[config.mk]
export PLATFORM = sky130hd
export DESIGN_NAME = gray_decoder
export DESIGN_NICKNAME = d
export VERILOG_FILES = /design/src/rtl/gray_decoder.sv
export SDC_FILE = /design/constraint.sdc
export NUM_CORES = 1
export LEC_CHECK = 0
export CORE_AREA = 2 2 39 41
export DETAILED_ROUTE_END_ITERATION = 10
export DIE_AREA = 0 0 41 43
export PLACE_DENSITY = 0.62
export SLEW_MARGIN = 10
export SYNTH_ARGS = -nofsm -noshare
export SYNTH_HDL_FRONTEND = slang
export SYNTH_SLANG_ARGS = --single-unit
[constraint.sdc]
create_clock -name clk -period 1.2 [get_ports clk]
set_input_delay 0.3 -clock clk [delete_from_list [all_inputs] [get_ports clk]]
set_output_delay 0.3 -clock clk [all_outputs]
set_load 0.05 [all_outputs]
[src/rtl/gray_decoder.sv]
// Registered Gray-to-binary decoder with valid/ready handshake on both sides.
// Define GRAY_STEP_CHECK_EN to add the step checker (step_err, dir, err_cnt).
module gray_decoder #(
   parameter int unsigned WIDTH = 4
) (
   input  logic             clk,
   input  logic             rst_n,
   input  logic             in_valid,
   output logic             in_ready,
   input  logic [WIDTH-1:0] gray_in,
   output logic             out_valid,
   input  logic             out_ready,
   output logic [WIDTH-1:0] bin_out,
   output logic             step_err,
   output logic             dir,
   output logic [7:0]       err_cnt
);

   localparam logic [WIDTH-1:0] ONE = {{(WIDTH-1){1'b0}}, 1'b1};

   function automatic logic [WIDTH-1:0] gray2bin(input logic [WIDTH-1:0] g);
      logic [WIDTH-1:0] b;
      b[WIDTH-1] = g[WIDTH-1];
      for (int unsigned i = WIDTH-1; i > 0; i--) begin
         b[i-1] = b[i] ^ g[i-1];
      end
      return b;
   endfunction

   logic             out_valid_q, out_valid_d;
   logic [WIDTH-1:0] bin_q, bin_d;
   logic [WIDTH-1:0] bin_new;
   logic             accept;

   assign in_ready  = !out_valid_q || out_ready;
   assign accept    = in_valid && in_ready;
   assign bin_new   = gray2bin(gray_in);
   assign out_valid = out_valid_q;
   assign bin_out   = bin_q;

   // A consume and a new accept on the same edge keep out_valid high.
   always_comb begin
      out_valid_d = out_valid_q;
      bin_d       = bin_q;
      if (accept) begin
         out_valid_d = 1'b1;
         bin_d       = bin_new;
      end else if (out_ready) begin
         out_valid_d = 1'b0;
      end
   end

   always_ff @(posedge clk or negedge rst_n) begin
      if (!rst_n) begin
         out_valid_q <= 1'b0;
         bin_q       <= '0;
      end else begin
         out_valid_q <= out_valid_d;
         bin_q       <= bin_d;
      end
   end

`ifdef GRAY_STEP_CHECK_EN
   typedef enum logic {ST_FIRST, ST_TRACK} state_t;

   state_t           state_q, state_d;
   logic [WIDTH-1:0] prev_q, prev_d;
   logic             step_err_q, step_err_d;
   logic             dir_q, dir_d;
   logic [7:0]       err_cnt_q, err_cnt_d;
   logic [WIDTH-1:0] diff;
   logic [WIDTH-1:0] bin_prev;
   logic             multi_bit;

   assign diff      = gray_in ^ prev_q;
   // More than one set bit iff clearing the lowest set bit leaves something.
   assign multi_bit = |(diff & (diff - ONE));
   assign bin_prev  = gray2bin(prev_q);

   always_comb begin
      state_d    = state_q;
      prev_d     = prev_q;
      step_err_d = step_err_q;
      dir_d      = dir_q;
      err_cnt_d  = err_cnt_q;
      if (accept) begin
         prev_d  = gray_in;
         state_d = ST_TRACK;
         if (state_q == ST_FIRST) begin
            step_err_d = 1'b0;
            dir_d      = 1'b0;
         end else if (multi_bit) begin
            step_err_d = 1'b1;
            dir_d      = 1'b0;
            if (err_cnt_q != 8'hFF) err_cnt_d = err_cnt_q + 8'd1;
         end else begin
            step_err_d = 1'b0;
            dir_d      = (bin_new == bin_prev + ONE);
         end
      end
   end

   always_ff @(posedge clk or negedge rst_n) begin
      if (!rst_n) begin
         state_q    <= ST_FIRST;
         prev_q     <= '0;
         step_err_q <= 1'b0;
         dir_q      <= 1'b0;
         err_cnt_q  <= '0;
      end else begin
         state_q    <= state_d;
         prev_q     <= prev_d;
         step_err_q <= step_err_d;
         dir_q      <= dir_d;
         err_cnt_q  <= err_cnt_d;
      end
   end

   assign step_err = step_err_q;
   assign dir      = dir_q;
   assign err_cnt  = err_cnt_q;
`else
   assign step_err = 1'b0;
   assign dir      = 1'b0;
   assign err_cnt  = '0;
`endif

endmodule
==> results.yml, run 1 <==
sta:
  period_share_pct: 99.6
  drv_slew: 0
  skew_ns: 0.00139
  worst_slack_ns: 0.00525
  holdWs_ns: 0.279
  rsz0062_at_grt: "true"
  finalHoldViolations: 0
  setup_viol: 0
  fmax_ghz: 0.837
  period_needed_ns: 1.19
critical_path:
  r2r_slack_ns: 0.07
  cp_slowest_cell: "dfrtp_2"
  crit_buf_inv: 1
  cpPeakStageDelay_ns: 0.43
  cp_max_fo: 3
  worstPathArrival_ns: 0.89
  critical_path.endpoint_type: "output pin"
  cp.required_ns: 0.90
  crit_type: "register to output pin"
  crit_chain: "nand2b_4 -> buf_12"
  crit_family: "flip-flops"
  worstSetupStartpointType: "register"
power_and_ir_drop:
  p_int_uw: 541
  power_frac_clock_pct: 21.0
  swShare_pct: 38.7
  power_uw: 883
  leakage_nw: 0.273
  switching_power_uw: 342
  power.share.sequential_pct: 27.3
  powerDensity_nw_per_um2: 1600
  comb_power_share_pct: 51.7
  peakVddDrop_v: 0.000456
status:
  status: "complete, no violations"
logic_synthesis:
  synth_largest_area_cell: "dfrtp_1"
  yosysWarnings: 0
  yosysSeqAreaShare_pct: 40.7
  synth.distinct_cells: 10
  yosys-top-cells-area: "dfrtp_1 41%, buf_4 24%, mux2_1 7.3%, mux2_2 7.3%, xnor2_1 5.7%"
  syn-instance-count: 27
  netlist_area_um2: 308
  syn_area_per_cell_um2: 11.4
  netlist.area_leader.share_pct: 40.7
  ys_ff_latch: 5
clock_network:
  root_buffer: "clkbuf_4"
  htree_levels: 1
  cts_buffers: 3
  clock_path_buffers: 2
  cts_tree: "yes"
  cts.sinks: 5
  clk_latency_ns: 0.23
  clkTransAtPathRegs_ns: 0.04
grt:
  grt_usage_pct: 7.38
  overflow: 0
  grt_pass1_wl_um: 759
  grt_antenna_before_repair: 0
  grt_pass1_vias: 184
  grt_start_max_net_pins: 6
layout:
  area_delta_synth_final_pct: 79.7
  nFillCells: 146
  final_cell_area_um2: 553
  fin_nets: 55
  fin_cells: 62
  drive_above_1_share_pct: 43.5
  antenna_cells: 0
route:
  ant_nets: 0
  vias: 208
  initialDrtViolationCount: 1
  drc: 0
  viasPerCell: 3.35
  wl_um: 472
  wl_per_cell_um: 7.61
  firstDrtPassIters: 2
floorplan:
  fp.dieW_um: 41
  fp-row-count: 14
  initial_core_util_pct: 22.2
  io-pin-count: 24
  core_area_um2: 1380
  dieArea_um2: 1760
  die_h_um: 43
placement:
  place_area_um2: 515
  dpl_worst_slack_ns: -0.353
  gp_congestion: 0.673
  numPlacedInstances: 56
  port_buffers: 13
run:
  maxCapViolCount: 0
hold_path:
  min_path_type: "input port to async pin"
## through the flow
step                setup TNS [ns]  util [%]
finish                           0      40.0
global route               -0.0268      40.0
CTS                        -0.0204      39.4
detailed placement           -1.25      37.3
global placement             -1.21      37.3
floorplan                   -0.224         -
## cell usage after synthesis
master,number
buf_4,10
dfrtp_1,5
mux2_1,2
mux2_2,2
nand2b_1,2
xnor2_1,2
conb_1,1
nand2_1,1
xor2_1,1
xor2_2,1
## power groups by stage
stage / sequential (mW) / combinational (mW) / clock [mW]
finish: 0.241 / 0.457 / 0.185
global route: 0.245 / 0.472 / 0.209
CTS: 0.242 / 0.457 / 0.194
detailed placement: 0.244 / 0.456 / 0
global placement: 0.243 / 0.452 / 0
floorplan: 0.338 / 0.179 / 0
## final cells by class
class                      instances  area (µm²)  share of cell area, %
timing repair buffer              16         209                   37.8
multi-input combinational         21         171                   31.0
sequential                         5         126                   22.9
clock buffer                       4        26.3                   4.75
tap                               16        20.0                   3.62
## metal layers
metal  vias up  part of all wire (%)  GRT usage (%)
met5         -                     0              0
met4         0                   5.7           12.0
met3         2                   9.1           2.09
met2        12                    55           8.75
met1        94                    30           7.57
li1        100                     -              -
## worst register-to-register path, stage by stage (launching register included)
cell and delay [ns]:
dfrtp_2 0.43, nand2b_4 0.10, buf_4 0.12, nand2_4 0.07, mux2_4 0.30
## logic make-up (layout without fill, tap and decap cells)
group / count (synthesis) / in the layout / synth area share (%)
and+or+nand+nor: 3 / 3 / 5.28
buffers and inverters: 10 / 20 / 24.4
muxes: 4 / 4 / 14.6
DFF: 5 / 5 / 40.7
other: 1 / 10 / 1.22
xor gates and xnor gates: 4 / 4 / 13.8
## registers in the layout, indices dropped and copies added, names as in the netlist
register / cells
out_valid: 1
bin_out: 4
## timing repair
item                       4_1_cts  5_1_grt
setup endpoints to repair        3        1
resized for setup                3        0
pin swaps                        2        0
hold buffers                     0        0
buffers inserted                 1        1
## cells in the final DEF (no fill, tap or decap)
| master | Yosys | layout |
|---|---|---|
| conb_1 | 1 | 10 |
| dfrtp_1 | 5 | 4 |
| clkdlybuf4s50_1 | 0 | 4 |
| nand2_4 | 0 | 1 |
| dlygate4sd2_1 | 0 | 3 |
| buf_4 | 10 | 3 |
| buf_12 | 0 | 6 |
| nand2b_4 | 0 | 1 |
| mux2_4 | 0 | 4 |
| xnor2_1 | 2 | 2 |
| xor2_1 | 1 | 1 |
| dfrtp_2 | 0 | 1 |
| clkbuf_1 | 0 | 1 |
| nand2b_1 | 2 | 1 |
| xor2_2 | 1 | 1 |
| clkbuf_4 | 0 | 3 |
## final timing paths
check	start	end	depth (start not counted)
max	out_valid	in_ready	2
min	rst_n	bin_out[0]	1
max reg2reg	out_valid	bin_out[0]	4
min reg2reg	bin_out[2]	bin_out[2]	1
max in group asynchronous	rst_n	out_valid	1
min in group clk	out_ready	out_valid	3
(Power assumes the default switching activity.)
==> run 2: changes to the inputs <==
Settings changed: ABC_AREA set to 1, PLACE_DENSITY 0.62 to 0.64.
==> run 2 against run 1 <==
Net effect:
- sequential share of layout area is 0.55 points lower
- register-to-register slack improved by 0.09 ns
- sequential power is 7% lower
- synthesized cell count rose by 59%
- die area stayed put
- routed wire length grew 38%
- via count up 47%
- count of clock-buffer cells in the layout stayed put
- maximum frequency is 1.0% higher
- sequential cell count is the same
- worst setup slack better by 0.012 ns
- critical endpoint unchanged
- largest cell class unchanged
==> results.yml, run 2 <==
power_and_ir_drop:
  power_uw: 797
  switching_power_uw: 322
  power.share.sequential_pct: 28.2
  leakage_nw: 0.314
  comb_power_share_pct: 47.6
  power_frac_clock_pct: 24.2
  powerDensity_nw_per_um2: 1410
  p_int_uw: 475
  swShare_pct: 40.4
  peakVddDrop_v: 0.000491
route:
  drc: 0
  wl_um: 651
  initialDrtViolationCount: 4
  vias: 306
  wl_per_cell_um: 8.24
  ant_nets: 0
  firstDrtPassIters: 4
  viasPerCell: 3.87
sta:
  skew_ns: 0.000304
  period_share_pct: 98.5
  setup_viol: 0
  fmax_ghz: 0.846
  drv_slew: 0
  period_needed_ns: 1.18
  rsz0062_at_grt: "true"
  finalHoldViolations: 0
floorplan:
  die_h_um: 43
  io-pin-count: 24
  dieArea_um2: 1760
  core_area_um2: 1380
  initial_core_util_pct: 24.0
  fp-row-count: 14
  fp.dieW_um: 41
grt:
  grt_start_max_net_pins: 6
  grt_usage_pct: 9.48
  grt_pass1_vias: 251
  overflow: 0
  grt_pass1_wl_mm: 1.01
  grt_antenna_before_repair: 0
logic_synthesis:
  synth_largest_area_cell: "dfrtp_1"
  synth-compound-area-share_pct: 5.28
  yosys-top-cells-area: "dfrtp_1 38%, buf_4 23%, nand2_1 11%, nand3_2 6.0%, inv_1 4.5%"
  netlist_area_um2: 332
  syn_area_per_cell_um2: 7.71
  yosys-top-cells-count: "10 x buf_4, 10 x nand2_1, 5 x dfrtp_1, 4 x inv_1"
  yosysSeqAreaShare_pct: 37.7
  async_reset_ff_share_pct: 100
  synth_ff_type: "dfrtp_1"
  synthSimpleGateAreaFrac_pct: 26.4
  netlist.area_leader.share_pct: 37.7
  synth_top_family_by_area: "buffers and inverters"
  syn-instance-count: 43
  synth_xor_area_share_pct: 0
  synthMuxAreaShare_pct: 0
  yosysWarnings: 0
  synth.distinct_cells: 12
  synth_enable_flop_cells: 0
  ys_ff_latch: 5
  synthAdderAreaFrac_pct: 0
placement:
  port_buffers: 13
  place_area_um2: 529
  numPlacedInstances: 74
  place_hpwl_um: 541
  gp_congestion: 0.656
layout:
  fin_nets: 72
  fin_cells: 79
  final_cell_area_um2: 567
  largest_reg_flops: 4
  nFillCells: 144
  area_delta_synth_final_pct: 70.9
  utilization_pct: 41.0
  drive_above_1_share_pct: 33.3
  layout_common_cells: "10 x nand2_1, 10 x conb_1, 6 x buf_12"
  antenna_cells: 0
clock_network:
  cts.hold.buffers_added: 0
  htree_levels: 1
  clk_latency_ns: 0.24
  cts.sinks: 5
  clock_path_buffers: 2
  clkTransAtPathRegs_ns: 0.04
  cts_tree: "yes"
  root_buffer: "clkbuf_4"
  cts_buffers: 3
critical_path:
  critical_path.endpoint_type: "output pin"
  r2r_slack_ns: 0.16
  crit_type: "register to output pin"
  cp_max_fo: 2
  cp.required_ns: 0.90
  worstPathArrival_ns: 0.88
  worstSetupStartpointType: "register"
run:
  maxCapViolCount: 0
status:
  status: "complete, no violations"
hold_path:
  min_path_type: "input port to async pin"
[run 2: final timing paths]
kind	startpoint	end	depth (start not counted)
max in group asynchronous	rst_n	out_valid	1
min	rst_n	bin_out[1]	1
min reg2reg	bin_out[3]	bin_out[3]	2
min in group clk	gray_in[2]	bin_out[2]	3
max	out_valid	in_ready	2
max reg2reg	out_valid	bin_out[1]	6
[run 2: cell families (layout without fill, tap and decap cells)]
| logic type | count (synthesis) | count (layout) |
|---|---|---|
| buffers and inverters | 16 | 27 |
| other | 1 | 10 |
| and+or+nand+nor | 18 | 18 |
| AOI/OAI and AO/OA | 3 | 3 |
| DFF | 5 | 5 |
[run 2: metrics by stage]
stage / worst slack [ns] / TNS [ns] / hold slack, ns
floorplan: 0.0407 / 0 / 0.00441
global placement: -0.168 / -0.559 / 0.532
detailed placement: -0.215 / -0.644 / 0.541
CTS: 0.00224 / 0 / 0.278
global route: -0.0118 / -0.0118 / 0.291
finish: 0.0175 / 0 / 0.282
[run 2: power groups by stage]
| stage | Clock [mW] | Sequential [mW] | Combinational [mW] |
|---|---|---|---|
| 5_1_grt | 0.216 | 0.229 | 0.400 |
| 6_report | 0.193 | 0.225 | 0.380 |
| 3_3_place_gp | 0 | 0.226 | 0.375 |
| 4_1_cts | 0.205 | 0.226 | 0.383 |
| 2_1_floorplan | 0 | 0.301 | 0.152 |
| 3_5_place_dp | 0 | 0.228 | 0.379 |
[run 2: area by class of cell]
cell class,count,area (µm²),area share [%]
repair buffers,17,224,39.5
multi-input cells,31,148,26.0
flip-flops and latches,5,126,22.3
clock buffers,4,26.3,4.64
inverters,6,22.5,3.97
well taps,16,20.0,3.53
[run 2: worst max-delay path, cell delays in order (launching register included)]
cell and delay (ns):
dfrtp_2 0.43, nand2_4 0.08, buf_12 0.13
[run 2: repair_timing]
action,4_1_cts,5_1_grt
endpoints found under the hold margin,0,0
gates resized for setup,2,2
pin swaps,1,0
setup endpoints to repair,1,2
setup buffers,1,0
[run 2: routing by layer]
layer | part of all wire, % | vias up | track usage, %
met5 | 0 | - | 0
met4 | 2.2 | 0 | 8.00
met2 | 51 | 19 | 13.4
met1 | 31 | 134 | 8.47
met3 | 15 | 2 | 6.81
li1 | - | 151 | -
==> RTL edit, RTL diff (config.mk and constraints of run 2) <==
The option `GRAY_STEP_CHECK_EN` is turned on by a define.
--- a/src/rtl/gray_decoder.sv
+++ b/src/rtl/gray_decoder.sv
@@ -2,2 +2,4 @@
 // Define GRAY_STEP_CHECK_EN to add the step checker (step_err, dir, err_cnt).
+`define GRAY_STEP_CHECK_EN
+
 module gray_decoder #(
Check against the original RTL: not equivalent (Yosys sat finds a counterexample within 4 cycles, from zero or initial values and one cycle with rst_n low).
==> RTL edit against run 2 <==
- synthesized cell count increased to 3.6 times the old value
- the run now fails in global placement without I/O (3_1_place_gp_skip_io)
- synthesized area rose to 3.5 times the old value
==> RTL edit: results (changes against run 2) <==
Run status
  – Run status: aborted with a tool error (was complete, no violations)
  – Last stage reached: global placement without I/O (3_1_place_gp_skip_io)
  – First Error: [ERROR GPL-0301] Utilization 100.127 % exceeds 100%.

Synthesis
  – Synthesized flop and latch total: 19 (was 5)
  – Post-Syn Area per Cell: 7.52 sq um (was 7.71 sq um)
  – Most used DFF post-synth: dfrtp_1 (unchanged)
  – Most common library cells after synthesis: nand2_1 (64), dfrtp_1 (19), nand3_1 (18) (was buf_4 (10), nand2_1 (10), dfrtp_1 (5))
  – Synth cell types: 22 (was 12)
  – Async set-reset flop share out of synthesis: 100% (unchanged)
  – Main area contributors after synthesis: dfrtp_1 (41%), nand2_1 (20%), nand3_1 (7.7%), nand2_2 (3.2%), o21ai_0 (3.0%) (was dfrtp_1 (38%), buf_4 (23%), nand2_1 (11%), nand3_2 (6.0%), inv_1 (4.5%))
  – Net Count, Synth: 166
  – Post-synthesis sequential area ratio: 40.6% (was 37.7%)
  – Yosys warns: 0 (unchanged)
==> RTL edit: kinds of logic after synthesis <==
| logic type | Yosys count | synth area share, % |
|---|---|---|
| AOI/OAI and AO/OA | 7 | 2.99 |
| xor gates and xnor gates | 6 | 4.48 |
| adders and majority gates | 2 | 2.13 |
| buffers and inverters | 17 | 5.76 |
| DFF | 19 | 40.6 |
| muxes | 1 | 0.960 |
| and+or+nand+nor | 104 | 43.1 |
